$ cat config.mk
export PLATFORM = sky130hd
export DESIGN_NAME = inst_cache_direct
export DESIGN_NICKNAME = d
export VERILOG_FILES = /design/src/rtl/inst_cache_direct.sv
export SDC_FILE = /design/constraint.sdc
export NUM_CORES = 2
export LEC_CHECK = 0
export CAP_MARGIN = 20
export CELL_PAD_IN_SITES_DETAIL_PLACEMENT = 0
export CELL_PAD_IN_SITES_GLOBAL_PLACEMENT = 2
export CORE_ASPECT_RATIO = 1.2
export CORE_MARGIN = 2
export CORE_UTILIZATION = 44
export CTS_BUF_LIST = sky130_fd_sc_hd__clkbuf_16
export CTS_CLUSTER_SIZE = 10
export DETAILED_ROUTE_END_ITERATION = 10
export MAX_ROUTING_LAYER = met4
export PLACE_DENSITY = 0.8
export SLEW_MARGIN = 20
export SYNTH_ARGS = -nofsm -noshare
export SYNTH_HDL_FRONTEND = slang
export SYNTH_SLANG_ARGS = --single-unit
$ cat constraint.sdc
create_clock -name clk -period 4.47 [get_ports clk]
set_input_delay 0.6705 -clock clk [delete_from_list [all_inputs] [get_ports clk]]
set_output_delay 0.6705 -clock clk [all_outputs]
set_load 0.02 [all_outputs]
$ cat src/rtl/inst_cache_direct.sv
// inst_cache_direct: direct-mapped read-only instruction cache with line-burst refill.
// One fetch in flight; a miss refills the whole line before the requested word is returned.
module inst_cache_direct #(
    parameter int LINE_WORDS = 8,
    parameter int SETS       = 8
) (
    input  logic        clk,
    input  logic        rst,
    input  logic        from_cpu_inst_req_valid,
    input  logic [31:0] from_cpu_inst_req_addr,
    output logic        to_cpu_inst_req_ready,
    output logic        to_cpu_cache_rsp_valid,
    output logic [31:0] to_cpu_cache_rsp_data,
    input  logic        from_cpu_cache_rsp_ready,
    output logic        to_mem_rd_req_valid,
    output logic [31:0] to_mem_rd_req_addr,
    input  logic        from_mem_rd_req_ready,
    input  logic        from_mem_rd_rsp_valid,
    input  logic [31:0] from_mem_rd_rsp_data,
    input  logic        from_mem_rd_rsp_last,
    output logic        to_mem_rd_rsp_ready
);
    localparam int OW = $clog2(LINE_WORDS);
    localparam int IW = $clog2(SETS);
    localparam int TW = 30 - OW - IW;

    typedef enum logic [4:0] {
        S_IDLE    = 5'b00001,
        S_LOOKUP  = 5'b00010,
        S_MEM_REQ = 5'b00100,
        S_REFILL  = 5'b01000,
        S_RESP    = 5'b10000
    } state_t;

    state_t          r_state, w_next;
    logic            r_live;
    logic [31:2]     r_req_addr;
    logic [SETS-1:0] r_valid;
    logic [OW-1:0]   r_beat;
    logic [TW-1:0]   r_tag [SETS];
    logic [31:0]     r_data [SETS*LINE_WORDS];

    logic [OW-1:0] w_off;
    logic [IW-1:0] w_idx;
    logic [TW-1:0] w_tag;
    logic          w_hit, w_accept, w_beat, w_unused;

    assign w_unused = ^from_cpu_inst_req_addr[1:0];
    assign w_off    = r_req_addr[OW+1:2];
    assign w_idx    = r_req_addr[OW+IW+1:OW+2];
    assign w_tag    = r_req_addr[31:OW+IW+2];
    assign w_hit    = r_valid[w_idx] && r_tag[w_idx] == w_tag;
    assign w_accept = to_cpu_inst_req_ready && from_cpu_inst_req_valid;
    assign w_beat   = r_state == S_REFILL && from_mem_rd_rsp_valid;

    // r_live keeps ready low until the first edge after reset release
    assign to_cpu_inst_req_ready  = r_state == S_IDLE && r_live;
    assign to_cpu_cache_rsp_valid = r_state == S_RESP;
    assign to_cpu_cache_rsp_data  = r_state == S_RESP ? r_data[{w_idx, w_off}] : 32'h0;
    assign to_mem_rd_req_valid    = r_state == S_MEM_REQ;
    assign to_mem_rd_req_addr     = r_state == S_MEM_REQ ? {r_req_addr[31:OW+2], {(OW+2){1'b0}}} : 32'h0;
    assign to_mem_rd_rsp_ready    = r_state == S_REFILL;

    always_comb begin
        w_next = r_state;
        case (r_state)
            S_IDLE:    w_next = w_accept ? S_LOOKUP : S_IDLE;
            S_LOOKUP:  w_next = w_hit ? S_RESP : S_MEM_REQ;
            S_MEM_REQ: w_next = from_mem_rd_req_ready ? S_REFILL : S_MEM_REQ;
            S_REFILL:  w_next = w_beat && from_mem_rd_rsp_last ? S_RESP : S_REFILL;
            S_RESP:    w_next = from_cpu_cache_rsp_ready ? S_IDLE : S_RESP;
            default:   w_next = S_IDLE;
        endcase
    end

    always_ff @(posedge clk or posedge rst) begin
        if (rst) begin
            r_state    <= S_IDLE;
            r_live     <= 1'b0;
            r_req_addr <= '0;
            r_valid    <= '0;
            r_beat     <= '0;
        end else begin
            r_state <= w_next;
            r_live  <= 1'b1;
            if (w_accept)
                r_req_addr <= from_cpu_inst_req_addr[31:2];
            // invalidate on miss so a partially refilled line can never hit
            if (r_state == S_LOOKUP && !w_hit)
                r_valid[w_idx] <= 1'b0;
            if (w_beat && from_mem_rd_rsp_last)
                r_valid[w_idx] <= 1'b1;
            if (r_state == S_MEM_REQ)
                r_beat <= '0;
            else if (w_beat)
                r_beat <= r_beat + 1'b1;
        end
    end

    always_ff @(posedge clk) begin
        if (w_beat)
            r_data[{w_idx, r_beat}] <= from_mem_rd_rsp_data;
        if (w_beat && from_mem_rd_rsp_last)
            r_tag[w_idx] <= w_tag;
    end
endmodule

==> impl_metrics.py <==
metrics = {
    "hold_path": {
        "hold_class": "input pin to register",
        "whs_path_depth": 1,
    },
    "yosys": {
        "synthFlopType": "edfxtp_1",
        "synth-edff-count": 2240,
        "synth_warnings": 0,
        "ys_types": 48,
        "synth_seq_area_share_pct": 78.0,
        "async_flop_share_pct": 2.06,
        "synth-seq-cells": 2287,
        "syn_inst": 3716,
        "netlist_area_um2": 87800,
        "synth.avg_cell_area_um2": 23.6,
    },
    "timing": {
        "max-slew-margin-rel_pct": 26.5,
        "report.final.setup_viol": 5,
        "rsz0062_at_grt": "true",
        "whs_ns": 0.171,
        "worst_slew_pin_slew_ns": 1.10,
        "hold_viol": 0,
        "fin_setup_tns_ns": -0.0544,
        "setup_ws_ns": -0.0220,
        "skew_ns": 0.0604,
        "fin_crit_sh_pct": 100,
        "slew_viol_final": 0,
        "fmax_ghz": 0.223,
        "period_minus_slack_ns": 4.49,
    },
    "floorplanning": {
        "fp.dieW_um": 412,
        "ios": 139,
        "coreArea_um2": 198000,
        "rows": 179,
        "start_util_pct": 44.3,
        "die_h_um": 493,
        "fp.dieArea_um2": 203000,
    },
    "cts": {
        "clockBufferDepth": 4,
        "cts_hold_buf": 0,
        "clk_pin_slew_ns": 0.05,
        "clk_latency_ns": 0.94,
        "cts_tree": "yes",
        "clock_sink_count": 2287,
        "clockRootBuffer": "clkbuf_16",
        "htreeDepth": 5,
        "numCtsBuffers": 282,
    },
    "worst_setup_path": {
        "start_kind": "register",
        "arrival_ns": 3.82,
        "criticalPathCategory": "register to primary output",
        "path_max_fanout": 7,
        "endpoint_kind": "primary output",
        "critPathRequiredTime_ns": 3.80,
        "r2r.worst_path.cells": 7,
    },
    "grt": {
        "grt_usage_pct": 23.0,
        "grt_pass1_wl_mm": 319,
        "grt_antenna_before_repair": 10,
        "grt_pass1_vias": 42956,
        "grt_max_degree": 71,
        "overflow": 0,
    },
    "finish": {
        "regArea_um2": 68500,
        "fill_cells": 14877,
        "multiInputGateArea_um2": 19300,
        "post_route_cells_drive_above_1_share_pct": 36.3,
        "area_delta_synth_final_pct": 18.8,
        "final_nets": 4329,
    },
    "route": {
        "drt_iter0_drc": 5420,
        "routed_wl_mm": 228,
        "firstDrtPassIters": 6,
        "drc": 0,
        "via_count": 42519,
        "avgRoutedWirePerCell_um": 32.8,
        "ant_nets": 0,
        "viasPerCell": 6.12,
    },
    "outcome": {
        "status": "complete, but fails checks",
        "violations": "negative setup slack",
    },
    "pwr": {
        "power.density_nw_per_um2": 513,
        "ir_drop_v": 0.000458,
        "p_leak_nw": 33.1,
    },
    "placed_design": {
        "place_congestion": 0.777,
        "port_buffers": 131,
        "place_hpwl_mm": 124,
        "dp_slack_ns": 0.302,
    },
    "flow_run": {
        "drv_cap": 0,
    },
}
-- where the power goes --
group	switching [mW]	total, mW	internal [mW]
clock	8.00	19.5	11.5
combinational	4.80	9.99	5.20
sequential	0.304	24.1	23.8
-- flip-flops by register name (all words and copies together) (netlist names) --
signal      cells
r_data       2048
r_tag         192
r_req_addr     30
r_valid         8
r_state         5
r_beat          3
r_live          1
-- critical path, cell delays in order (launching register included) --
cell and delay (ns):
dfrtp_4 0.46, buf_12 0.17, buf_16 0.19, buf_16 0.16, mux4_2 0.53, mux4_2 0.49, mux2i_1 0.13, nor2_1 0.08
a21oi_2 0.18, buf_6 0.14, a21oi_1 0.10, buf_4 0.21
-- per-layer routing --
metal  global-route usage (%)  wire [um]  part of all wire, %
met3                     4.34      19100                  8.4
met5                        -          0                    0
met1                     30.0      87400                   38
met4                     7.12       6530                  2.9
met2                     36.9     115000                   50
-- Yosys cell counts, types with 6 or more instances --
cell type / count / area share [%]
or3_1: 8 / 0.057
nor3_1: 10 / 0.057
and2_1: 37 / 0.26
nor2b_1: 7 / 0.050
buf_2: 64 / 0.36
buf_4: 38 / 0.32
mux4_2: 635 / 16
nand2b_1: 6 / 0.043
o22ai_1: 42 / 0.30
nand3_1: 9 / 0.051
buf_6: 6 / 0.077
nand2_1: 35 / 0.15
mux2i_1: 106 / 1.2
edfxtp_1: 2240 / 77
nor2_1: 116 / 0.50
and3_1: 9 / 0.064
mux2_2: 62 / 0.80
xnor2_1: 6 / 0.060
dfrtp_1: 46 / 1.3
a22o_1: 6 / 0.060
a22oi_1: 23 / 0.20
a21oi_1: 54 / 0.31
inv_1: 7 / 0.030
o21ai_0: 11 / 0.063
clkbuf_1: 76 / 0.32
buf_1: 20 / 0.086
-- path summary, 6_finish.rpt --
path	startpoint	slack, ns	end
max	r_req_addr[2]	-0.02	to_cpu_cache_rsp_data[26]
min	from_mem_rd_rsp_data[0]	0.17	r_data[49][0]
max reg2reg	r_state[4]	0.61	r_data[40][23]
min reg2reg	r_valid[1]	0.53	r_valid[1]
max in group asynchronous	rst	3.48	r_req_addr[6]
min in group asynchronous	rst	0.27	r_state[2]
-- cell usage in the layout, fill, tap and decap left out, types with 11 or more instances in the layout --
cell type        synthesis  layout
a22oi_1                 23      19
mux2i_1                106      87
dfrtp_1                 46      40
clkbuf_16                0     295
mux2_2                  62      61
nor2_2                   0      19
buf_2                   64      25
a21oi_1                 54      25
nor2_4                   0      66
buf_12                   0      85
inv_1                    7      42
buf_6                    6      30
nor2_1                 116      31
and2_1                  37      29
o21ai_0                 11      11
o22ai_1                 42      39
clkdlybuf4s50_1          0      67
mux4_2                 635     635
buf_4                   38     199
edfxtp_1              2240    2240
nand2_1                 35      32
buf_16                   0      38
a21oi_2                  0      19
-- area by class of cell --
type	count	share of cell area, %
Sequential cell	2287	65.7
Multi-Input combinational cell	1222	18.5
Clock buffer	288	6.91
Timing Repair Buffer	457	5.43
Tap cell	2624	3.15
Clock inverter	53	0.305
Inverter	7	0.0252
Antenna cell	5	0.0120
-- logic make-up (layout without fill, tap and decap cells) --
| kind of cell | count (synthesis) | after routing | share of synthesized area [%] |
|---|---|---|---|
| flip-flops | 2287 | 2287 | 78.0 |
| multiplexers | 803 | 803 | 18.3 |
| AND/OR/NAND/NOR | 253 | 253 | 1.37 |
| buffers and inverters | 211 | 805 | 1.21 |
| AO/OA/AOI/OAI | 148 | 148 | 1.04 |
| XOR/XNOR | 11 | 11 | 0.110 |
| other | 2 | 11 | 0.00855 |
| adder cells (fa/ha/maj) | 1 | 1 | 0.0142 |
-- what timing repair did --
item | in CTS | in global routing
buffers inserted | 54 | 34
gates cloned | 29 | 7
gates resized for setup | 297 | 45
pin swaps | 18 | 16
setup endpoints to repair | 32 | 32
-- through the flow --
stage / total power, mW / cells / util, % / cell area (um2)
2_1_floorplan: 30.1 / 3720 / - / 87800
5_1_grt: 55.1 / 6942 / 52.6 / 104000
3_3_place_gp: 32.8 / 6484 / 47.5 / 94200
6_report: 53.5 / 6943 / 52.6 / 104000
4_1_cts: 53.7 / 6908 / 52.4 / 104000
3_5_place_dp: 32.9 / 6484 / 47.5 / 94200
Power figures use the tool's default switching activity.
